<file path="src/rtl/grid_cursor_select.sv">
// 2-D cursor over a ROWS x COLS board with edge-detected moves and a per-cell
// "taken" mask that lets each cell be accepted at most once until cleared.
module grid_cursor_select #(
    parameter int ROWS = 5,
    parameter int COLS = 5,
    parameter int WRAP = 1,
    localparam int N  = ROWS * COLS,
    localparam int IW = $clog2(N + 1),
    localparam int RW = (ROWS > 1) ? $clog2(ROWS) : 1,
    localparam int CW = (COLS > 1) ? $clog2(COLS) : 1
) (
    input  logic          clk,
    input  logic          rst,
    input  logic          enable,
    input  logic          move_up,
    input  logic          move_down,
    input  logic          move_left,
    input  logic          move_right,
    input  logic          select,
    input  logic          clear_marks,
    output logic [IW-1:0] cursor,
    output logic [RW-1:0] cur_row,
    output logic [CW-1:0] cur_col,
    output logic [IW-1:0] selected_cell,
    output logic          is_selected,
    output logic          sel_valid,
    output logic          sel_reject,
    output logic [N-1:0]  taken,
    output logic          full
);

    localparam logic [RW-1:0] ROW_MAX = RW'(ROWS - 1);
    localparam logic [CW-1:0] COL_MAX = CW'(COLS - 1);

    logic prev_up, prev_down, prev_left, prev_right, prev_select;
    logic up_edge, down_edge, left_edge, right_edge, select_edge, any_move;
    logic [RW-1:0] row_next;
    logic [CW-1:0] col_next;
    logic [IW-1:0] cell_idx;
    logic [N-1:0]  cell_bit;
    logic          cell_taken;

    assign up_edge     = move_up    & ~prev_up;
    assign down_edge   = move_down  & ~prev_down;
    assign left_edge   = move_left  & ~prev_left;
    assign right_edge  = move_right & ~prev_right;
    assign select_edge = select     & ~prev_select;
    assign any_move    = up_edge | down_edge | left_edge | right_edge;

    assign cell_idx   = IW'(cur_row) * IW'(COLS) + IW'(cur_col);
    assign cursor     = cell_idx + IW'(1);
    assign cell_bit   = N'(1) << cell_idx;
    assign cell_taken = |(taken & cell_bit);

    // Only the highest-priority move edge is applied; edges saturate when WRAP=0.
    always_comb begin
        row_next = cur_row;
        col_next = cur_col;
        if (up_edge) begin
            if (cur_row == '0) row_next = (WRAP != 0) ? ROW_MAX : cur_row;
            else               row_next = cur_row - RW'(1);
        end else if (down_edge) begin
            if (cur_row == ROW_MAX) row_next = (WRAP != 0) ? '0 : cur_row;
            else                    row_next = cur_row + RW'(1);
        end else if (left_edge) begin
            if (cur_col == '0) col_next = (WRAP != 0) ? COL_MAX : cur_col;
            else               col_next = cur_col - CW'(1);
        end else if (right_edge) begin
            if (cur_col == COL_MAX) col_next = (WRAP != 0) ? '0 : cur_col;
            else                    col_next = cur_col + CW'(1);
        end
    end

    // Edge history tracks inputs every cycle so edges seen while disabled are lost.
    always_ff @(posedge clk or negedge rst) begin
        if (!rst) begin
            prev_up     <= 1'b0;
            prev_down   <= 1'b0;
            prev_left   <= 1'b0;
            prev_right  <= 1'b0;
            prev_select <= 1'b0;
        end else begin
            prev_up     <= move_up;
            prev_down   <= move_down;
            prev_left   <= move_left;
            prev_right  <= move_right;
            prev_select <= select;
        end
    end

    always_ff @(posedge clk or negedge rst) begin
        if (!rst) begin
            cur_row       <= '0;
            cur_col       <= '0;
            selected_cell <= '0;
            is_selected   <= 1'b0;
            sel_valid     <= 1'b0;
            sel_reject    <= 1'b0;
            taken         <= '0;
            full          <= 1'b0;
        end else begin
            sel_valid  <= 1'b0;
            sel_reject <= 1'b0;
            if (enable) begin
                if (clear_marks) begin
                    taken         <= '0;
                    full          <= 1'b0;
                    selected_cell <= '0;
                    is_selected   <= 1'b0;
                end else if (any_move) begin
                    cur_row     <= row_next;
                    cur_col     <= col_next;
                    is_selected <= 1'b0;
                end else if (select_edge) begin
                    if (cell_taken) begin
                        sel_reject <= 1'b1;
                    end else begin
                        taken         <= taken | cell_bit;
                        full          <= &(taken | cell_bit);
                        selected_cell <= cursor;
                        is_selected   <= 1'b1;
                        sel_valid     <= 1'b1;
                    end
                end
            end
        end
    end

endmodule

</file>
<file path="config.mk">
export PLATFORM = sky130hd
export DESIGN_NAME = grid_cursor_select
export DESIGN_NICKNAME = d
export VERILOG_FILES = /design/src/rtl/grid_cursor_select.sv
export SDC_FILE = /design/constraint.sdc
export NUM_CORES = 1
export LEC_CHECK = 0
export CELL_PAD_IN_SITES_DETAIL_PLACEMENT = 1
export CELL_PAD_IN_SITES_GLOBAL_PLACEMENT = 1
export CORE_UTILIZATION = 40
export DETAILED_ROUTE_END_ITERATION = 8
export PLACE_DENSITY_LB_ADDON = 0.25
export RECOVER_POWER = 100
export SYNTH_ARGS = -nofsm -noshare
export SYNTH_HDL_FRONTEND = slang
export SYNTH_SLANG_ARGS = --single-unit
</file>
<file path="constraint.sdc">
create_clock -name clk -period 5.28 [get_ports clk]
set_clock_uncertainty 0.2 [all_clocks]
set_input_delay 1.32 -clock clk [delete_from_list [all_inputs] [get_ports clk]]
set_output_delay 1.32 -clock clk [all_outputs]
set_load 0.01 [all_outputs]
</file>
==> metrics list, run 1 <==
- The run finished, with violations left.
- Violated checks: max-capacitance violations, max-slew violations
* Floorplan row count: 31
* Mean instance size in the synthesized netlist: 9.27 sq um
- Count of different cell masters after synthesis: 69
- The via count of the first global-routing pass is a little under 3,000.
* Number of cells produced by synthesis: approximately 320
- Global routing consumed, over all layers together, 25.3% of the routing resources.
- I/O Pins: 54
- The min-delay analysis places its worst path in the category register to register.
- Initial core utilization: 41.3%
* FF+latch count, synth: between 40 and 50
- Proportion of synthesized flip-flops having asynchronous set or reset: 100%
- The synthesized design contains 0 enable-type register cells.
- Via density: 5.98
- The die covers between 7000 and 8000 sq um.
* Total of fill cells in the finished design: between 800 and 900
- From bottom edge to top edge, the die measures ~90 um.
- Post-Syn Nets: about 350
- Slew at the pin closest to its max-slew limit: between 2000 and 2500 ps
- Time the final worst path needs with I/O delays and setup: about 5000 ps
- Synthesized area: 3000 sq um
- For the final routed database, the setup TNS stands at 0 ps.
- Highest ir drop seen on vdd: roughly 0.4 mV
- GPL Wtd Cong: around 0.88
* Number of hold-slack violations in the final timing report: 0
- Buffer type at the clock tree root: sky130_fd_sc_hd__clkbuf_8
* Via total after detailed routing: 2,812
- The initial antenna violation count was 0.
- The routed design has 9160 um of wire.
* Seq/Total Area, Yosys: 37.6%
* Endpoint arrival time on the critical path: around 3500 ps
- From left edge to right edge, the die measures about 89 um.
- Dominant cell type by area after synthesis: sky130_fd_sc_hd__dfrtp_1
- RSZ-0062 raised after global routing: false
- CTS tree: yes
- The worst setup path is captured at an output port.
- Entering global routing, the biggest net connects 46 pins.
* Upper clock frequency limit: approximately 200 MHz
- The first TritonRoute pass finished after 4 iterations.
- Once detailed placement completed, the half-perimeter wirelength came to between 6000 and 7000 um.
- Final setup viols: 0
* Placeable Area: approximately 7300 sq um
* Clock Latency Late Sink: ~310 ps
* CTS H-Tree Depth: 2
* Number of violations reported at the end of detailed-routing iteration 0: roughly 210
- Area fraction of the dominant cell type after synthesis: about 38%
* Total power draw: approximately 2400 uW
- Dividing the final minimum period by the clock period gives between 90% and 100%.
- The commonest cells after synthesis are sky130_fd_sc_hd__dfrtp_1 (45), sky130_fd_sc_hd__nor2_1 (34), sky130_fd_sc_hd__nand2_1 (23).
- # Post-CTS Setup Buffers: 0
- Critical Path RT: ~3800 ps
* Most repeated cell in the gate-level netlist after synthesis: sky130_fd_sc_hd__dfrtp_1
- Max-cap violations in this run came to 1.
- Highest net fanout along the worst path: 11
- Post-cts sizing count: 0
- For this design, the CTS-stage hold fixing added 0 buffers.
* Total area of sequential cells: approximately 1100 sq um
* Input/output buffers: 53
- Clock slew at the register clock pins of the worst setup and hold paths: approximately 90 ps
* Critical path startpoint category: register
* Final Max Slew Viols: 46
- Power spread over the standard cell area amounts to around 660 nW/um^2.
- After detailed routing, the number of remaining DRC violations is 0.
- After detailed routing, the average wire length per cell comes to between 15 and 20 um.
- Total leakage power: between 0.0015 and 0.002 uW
* Synth top area cells: sky130_fd_sc_hd__dfrtp_1 (38%), sky130_fd_sc_hd__ha_1 (8.8%), sky130_fd_sc_hd__nor2_1 (4.3%), sky130_fd_sc_hd__nand2_1 (2.9%), sky130_fd_sc_hd__a21oi_1 (2.8%)
- Residual overflow from global routing: 0
* Critical setup path kind: register to output port
- Remaining max-slew budget at the tightest pin: -66.2%
- The first global-routing pass estimated about 15,000 um of wire.
* Yosys warning count: 0
* Fraction of layout instances using a drive strength above 1: about 7.5%
- Multi-input combinational cell area: around 1700 sq um
- # diodes: 0
* CTS buffer count: 5
- Clock buffer depth: 2
* Post-route ant nets: 0
* Most used flip-flop cell after synthesis: sky130_fd_sc_hd__dfrtp_1
- The clock net in this run drives a total of between 40 and 50 sinks.
- Layout net count: ~400
- Area growth syn-to-layout: 22.4%
cell type report:
class / count / share of cell area, %
Clock buffer: 6 / 2.25
Clock inverter: 2 / 1.02
Inverter: 19 / 1.94
Multi-Input combinational cell: 241 / 45.4
Sequential cell: 45 / 30.7
Tap cell: 99 / 3.38
Timing Repair Buffer: 58 / 15.3
final timing paths:
path / cells past startpoint / slack [ps] / from / to
setup / recovery: 8 / 280 / cur_row[2]$_DFFE_PN0P_ / cursor[4]
hold / removal: 1 / 290 / selected_cell[2]$_DFFE_PN0P_ / selected_cell[2]$_DFFE_PN0P_
max in group asynchronous: 1 / 1900 / rst / taken[0]$_DFFE_PN0P_
min in group asynchronous: 1 / 1580 / rst / taken[14]$_DFFE_PN0P_
setup reg to reg: 13 / 620 / cur_row[2]$_DFFE_PN0P_ / selected_cell[0]$_DFFE_PN0P_
hold reg to reg: 1 / 290 / selected_cell[2]$_DFFE_PN0P_ / selected_cell[2]$_DFFE_PN0P_
kinds of logic after synthesis:
group           share of synthesized area, %
fa+ha+maj                               9.44
compound gates                          23.8
flops                                   37.6
buf+inv                                 5.85
simple gates                            18.8
xor+xnor                                1.96
mux                                     2.55
per-stage QoR:
step	worst slack, ps	hold WS [ps]	util (%)	instances	instance area, sq um
finish	277	286	50.6	470	3670
global route	26.1	303	50.6	470	3670
CTS	304	297	51.0	470	3700
detailed placement	673	271	49.3	462	3580
global placement	729	265	49.3	462	3580
floorplan	1250	316	-	323	3000
placed cells by master, fill, tap and decap left out, types with 6 or more instances in the layout:
master                          instances
sky130_fd_sc_hd__a21oi_1               17
sky130_fd_sc_hd__a31oi_1                9
sky130_fd_sc_hd__a41oi_1                9
sky130_fd_sc_hd__clkbuf_8               6
sky130_fd_sc_hd__dfrtp_1               45
sky130_fd_sc_hd__dlygate4sd3_1         49
sky130_fd_sc_hd__ha_1                  21
sky130_fd_sc_hd__inv_1                 18
sky130_fd_sc_hd__nand2_1               24
sky130_fd_sc_hd__nand3_1               15
sky130_fd_sc_hd__nor2_1                35
sky130_fd_sc_hd__nor3_1                 9
sky130_fd_sc_hd__o21ai_0               17
metal layers:
| metal | vias up | routed length (um) | global-route usage, % | share of wire, % |
|---|---|---|---|---|
| met5 | - | 0 | 0 | 0 |
| met4 | 0 | 174 | 8.50 | 1.9 |
| met3 | 16 | 396 | 3.64 | 4.3 |
| met2 | 83 | 4590 | 42.9 | 50 |
| met1 | 1425 | 4000 | 32.9 | 44 |
| li1 | 1288 | - | - | - |
state kept, by name, summed over array words and instances, names as in the netlist:
name,cells
cur_col,3
cur_row,3
full,1
is_selected,1
prev_down,1
prev_left,1
prev_right,1
prev_select,1
prev_up,1
sel_reject,1
sel_valid,1
selected_cell,5
taken,25
critical path, cell delays in order (launching register included):
cell and delay [ps]:
sky130_fd_sc_hd__dfrtp_1 470, sky130_fd_sc_hd__ha_1 220, sky130_fd_sc_hd__ha_1 270, sky130_fd_sc_hd__ha_1 430, sky130_fd_sc_hd__a21oi_2 260, sky130_fd_sc_hd__and3_1 500
sky130_fd_sc_hd__nor2_1 130, sky130_fd_sc_hd__xnor2_1 290, sky130_fd_sc_hd__clkdlybuf4s50_1 590
report_power, final:
group	switching [uW]	total, uW	internal, uW
clock network	128	282	154
logic	1100	1700	599
registers	53.7	443	389
total	1280	2420	1140
Note: power is estimated with default switching activity, not from simulation.
==> inputs of run 2 (changes only) <==
--- a/config.mk
+++ b/config.mk
@@ -5,9 +5,11 @@
 export SDC_FILE = /design/constraint.sdc
 export NUM_CORES = 1
 export LEC_CHECK = 0
+export ABC_AREA = 1
 export CELL_PAD_IN_SITES_DETAIL_PLACEMENT = 1
 export CELL_PAD_IN_SITES_GLOBAL_PLACEMENT = 1
-export CORE_UTILIZATION = 40
+export CORE_UTILIZATION = 38
+export CTS_CLUSTER_DIAMETER = 150
 export DETAILED_ROUTE_END_ITERATION = 8
 export PLACE_DENSITY_LB_ADDON = 0.25
 export RECOVER_POWER = 100
==> metrics list, run 2 <==
- The number of endpoints failing setup at the final stage is 0 (unchanged).
- Sw frac: 53.9% (+1.1 points)
- Violated checks: max-capacitance violations, max-slew violations
- The number of pins exceeding their max-slew limit in the final report came to 46 (unchanged).
- Maximum number of pins on one net before global-route repair: 46 (unchanged)
- The top fanout value on the critical path is 9 (-2).
* Final clock period utilization by the worst path: 91.8% (-2.9 points)
* Total area of sequential cells: 1130 sq um (unchanged)
- The I/O pin count was 54 (unchanged).
- The routability-driven placement congestion ratio is 0.844 (-3.7%).
* EDFF count, synth: 0 (unchanged)
- The leakage power came to 0.00215 uW (+27%).
* Instance area after placement: 3860 sq um (+7.9%)
- The worst path required time was 3760 ps (about the same).
- The number of synthesized register bits was 45 (unchanged).
- # Post-CTS Setup Buffers: 0 (unchanged)
- Part of the power in the clock network: 8.7% (-2.9 points)
- The combinational cell fraction of total power was 69.3% (-0.8 points).
- The final number of hold-violating endpoints is 0 (unchanged).
- Post-route ant nets: 0 (unchanged)
- Most frequent cells in the layout: sky130_fd_sc_hd__nand2_1 (161), sky130_fd_sc_hd__nand3_1 (64), sky130_fd_sc_hd__inv_1 (62)
- Worst min-delay path category: register to register
- The most common cell in the synthesized netlist is sky130_fd_sc_hd__nand2_1.
* Synth top area cells: sky130_fd_sc_hd__dfrtp_1 (34%), sky130_fd_sc_hd__nand2_1 (18%), sky130_fd_sc_hd__nand3_1 (9.7%), sky130_fd_sc_hd__ha_1 (7.9%), sky130_fd_sc_hd__inv_1 (7.0%)
- Total of fill cells in the finished design: 1,096 (+26%)
* Cts-stage hold buffer count: 0 (unchanged)
- Wire length of the first global-routing pass: 16,200 um (+7.2%)
- Time the final worst path needs with I/O delays and setup: 4850 ps (-154 ps)
* Floorplan die height: 95.3 um (+7.6%)
- taken holds more flip-flops than any other register.
- The final net count is 572 (+43%).
- Result of the run: complete, but fails checks
- The max-capacitance violation count was 1 (unchanged).
* Initial core utilization: 39.8% (-1.5 points)
- The share of Yosys cell area claimed by the top area cell type is 34.1% (-3.5 points).
- STA classifies the critical path endpoint as an output port.
* Post-Syn Nets: 527 (+49%)
- Number of remaining DRC errors: 0 (unchanged)
- Post-cts sizing count: 0 (unchanged)
* Remaining max-slew budget at the tightest pin: -65.8% (+0.44 points)
- The cell count after synthesis came to 496 (+54%).
* Via total after detailed routing: 3,248 (+16%)
* Overall die area: 9080 sq um (+16%)
* Synthesized area: 3310 sq um (+10%)
* Seq/Total Area, Yosys: 34.1% (-3.5 points)
* Yosys warning count: 0 (unchanged)
- Area growth syn-to-layout: 19.5%
* Routed Wire Length: 9400 um (+2.6%)
- Critical path startpoint category: register
- Most used flip-flop cell after synthesis: sky130_fd_sc_hd__dfrtp_1
- Sequential cell fraction of total power: 22.0% (+3.7 points)
* # diodes: 0 (unchanged)
- The share of final-layout standard cells stronger than drive strength 1 is 5.17% (-2.4 points).
- Dominant cell type by area after synthesis: sky130_fd_sc_hd__dfrtp_1
* Number of violations reported at the end of detailed-routing iteration 0: 118 (-43%)
- The number of unique standard cell types used by synthesis came to 24 (-65%).
- RSZ-0062 raised after global routing: false
* Clock Latency Late Sink: 310 ps (about the same)
- Dominant cell type by count on the critical path: sky130_fd_sc_hd__inv_1
- The number of buffer cells added on primary ports is 53 (unchanged).
- The final core utilization was 47.6% (-2.9 points).
- Upper clock frequency limit: 206 MHz (+3.2%)
* Floorplan row count: 33 (+6.5%)
- Die X: 95.3 um (+7.6%)
* NetSw: 1430 uW (+11%)
* Crit-path max cell delay: 610 ps (+20 ps)
- The number of buffers created by CTS is 5 (unchanged).
- The final design instance area without fill came to 3950 sq um (+7.8%).
- TritonCTS built the clock tree.
- CTS H-Tree Depth: 2 (unchanged)
* Highest ir drop seen on vdd: 0.388 mV (-4.3%)
- The area of the core is 8300 sq um (+14%).
- Residual overflow from global routing: 0 (unchanged)
- The largest registers in the layout are taken: 25 flops, selected_cell: 5 flops.
- The total global-route track usage came to 23.0% (-2.2 points).
* Drt wl/cell: 14.5 um (-25%)
- The internal cell power is 1220 uW (+6.5%).
* Flip-flop count of the largest register, all copies and words added: 25 (unchanged)
- The critical path arrival was 3330 ps (-150 ps).
- Critical-path cell list: ha_1 -> ha_1 -> inv_1 -> fa_1 -> inv_1 -> nand2_1 -> nand2_1 -> nor2_1 -> xor2_1 -> inv_1 -> dlygate4sd3_1
* Sinks on Clock Net: 45 (unchanged)
- Slew at the pin closest to its max-slew limit: 2490 ps (-6.67 ps)
- Critical setup path kind: register to output port
- Clock slew at the register clock pins of the worst setup and hold paths: 100 ps (about the same)
* Most frequent cells after synthesis: sky130_fd_sc_hd__nand2_1 (161), sky130_fd_sc_hd__nand3_1 (64), sky130_fd_sc_hd__inv_1 (62)
* Via count of the first global-routing pass: 3,423 (+18%)
- Via density: 5.02 (-16%)
* Clock buffer depth: 2 (unchanged)
- The mean instance size in the synthesized netlist came to 6.67 sq um (-28%).
- The initial antenna violation count came to 0 (unchanged).
- Proportion of synthesized flip-flops having asynchronous set or reset: 100% (unchanged)
* Power density of the placed cells: 669 nW/um^2 (+1.2%)
* Most common cell after layout, fill and taps aside: sky130_fd_sc_hd__nand2_1
- Setup TNS: 0 ps (unchanged)
- The area used by multi-input combinational logic came to 1820 sq um (+9.2%).
* HPWL after DPL: 7170 um (+6.2%)
- The slowest stage of the critical path is the sky130_fd_sc_hd__dlygate4sd3_1 cell.
* First-pass detailed-route iteration total: 4 (unchanged)
* Buffer type at the clock tree root: sky130_fd_sc_hd__clkbuf_8
* Total power draw: 2640 uW (+9.1%)
[run 2: cell types whose count changed after synthesis, moves of 9 or more]
cell                      previous run  this run
sky130_fd_sc_hd__inv_1              18        62
sky130_fd_sc_hd__nor2_1             34        54
sky130_fd_sc_hd__a41oi_1             9         0
sky130_fd_sc_hd__nand2_1            23       161
sky130_fd_sc_hd__a21oi_1            17        31
sky130_fd_sc_hd__nand3_1            15        64
[run 2: power groups by stage]
stage	Combinational (uW)	Sequential (uW)	Clock, uW
finish	1830	582	229
global placement	1830	594	0
CTS	1920	591	243
detailed placement	1900	598	0
global route	2070	605	254
floorplan	1220	612	0
[run 2: path summary, 6_finish.rpt]
path,from,cells past startpoint,slack (ps),to
worst min-delay path,selected_cell[4]$_DFFE_PN0P_,2,270,selected_cell[4]$_DFFE_PN0P_
worst max register to register,cur_row[2]$_DFFE_PN0P_,17,1030,taken[2]$_DFFE_PN0P_
min in group asynchronous,rst,1,1570,taken[4]$_DFFE_PN0P_
max in group asynchronous,rst,1,1910,taken[3]$_DFFE_PN0P_
worst max-delay path,cur_row[2]$_DFFE_PN0P_,11,430,cursor[4]
worst min register to register,selected_cell[4]$_DFFE_PN0P_,2,270,selected_cell[4]$_DFFE_PN0P_
[run 2: cell type report]
type / instances / area share (%)
Clock buffer: 5 / 1.74
Clock inverter: 3 / 0.570
Inverter: 66 / 6.27
Multi-Input combinational cell: 368 / 46.0
Sequential cell: 45 / 28.5
Tap cell: 105 / 3.32
Timing Repair Buffer: 55 / 13.6
[run 2: metrics by stage]
step / hold slack, ps / setup WS [ps] / instances
detailed placement: 262 / 899 / 639
global placement: 257 / 981 / 639
CTS: 287 / 515 / 647
floorplan: 306 / 1510 / 496
finish: 275 / 431 / 647
global route: 316 / 235 / 647
[run 2: critical path: cells and delay by family (launching register included)]
kind | cells | cell delay, ps
flip-flops | 1 | 450
XOR/XNOR | 1 | 250
AND/OR/NAND/NOR | 3 | 370
buffers and inverters | 4 | 850
adder cells (fa/ha/maj) | 3 | 1100
[run 2: cell families (layout without fill, tap and decap cells)]
logic type	count (synthesis)	count (layout)	synth area share, %
XOR/XNOR	3	3	0.795
adder cells (fa/ha/maj)	22	22	8.55
AO/OA/AOI/OAI	47	47	7.42
buffers and inverters	83	129	11.1
AND/OR/NAND/NOR	296	296	38.1
flip-flops	45	45	34.1
[run 2: metal layers]
layer	up-vias	global-route usage, %	wire (um)	share of wire [%]
li1	1644	-	-	-
met1	1548	27.7	4290	46
met2	46	42.6	4720	50
met3	10	3.43	290	3.1
met4	0	5.56	101	1.1
met5	-	0	0	0
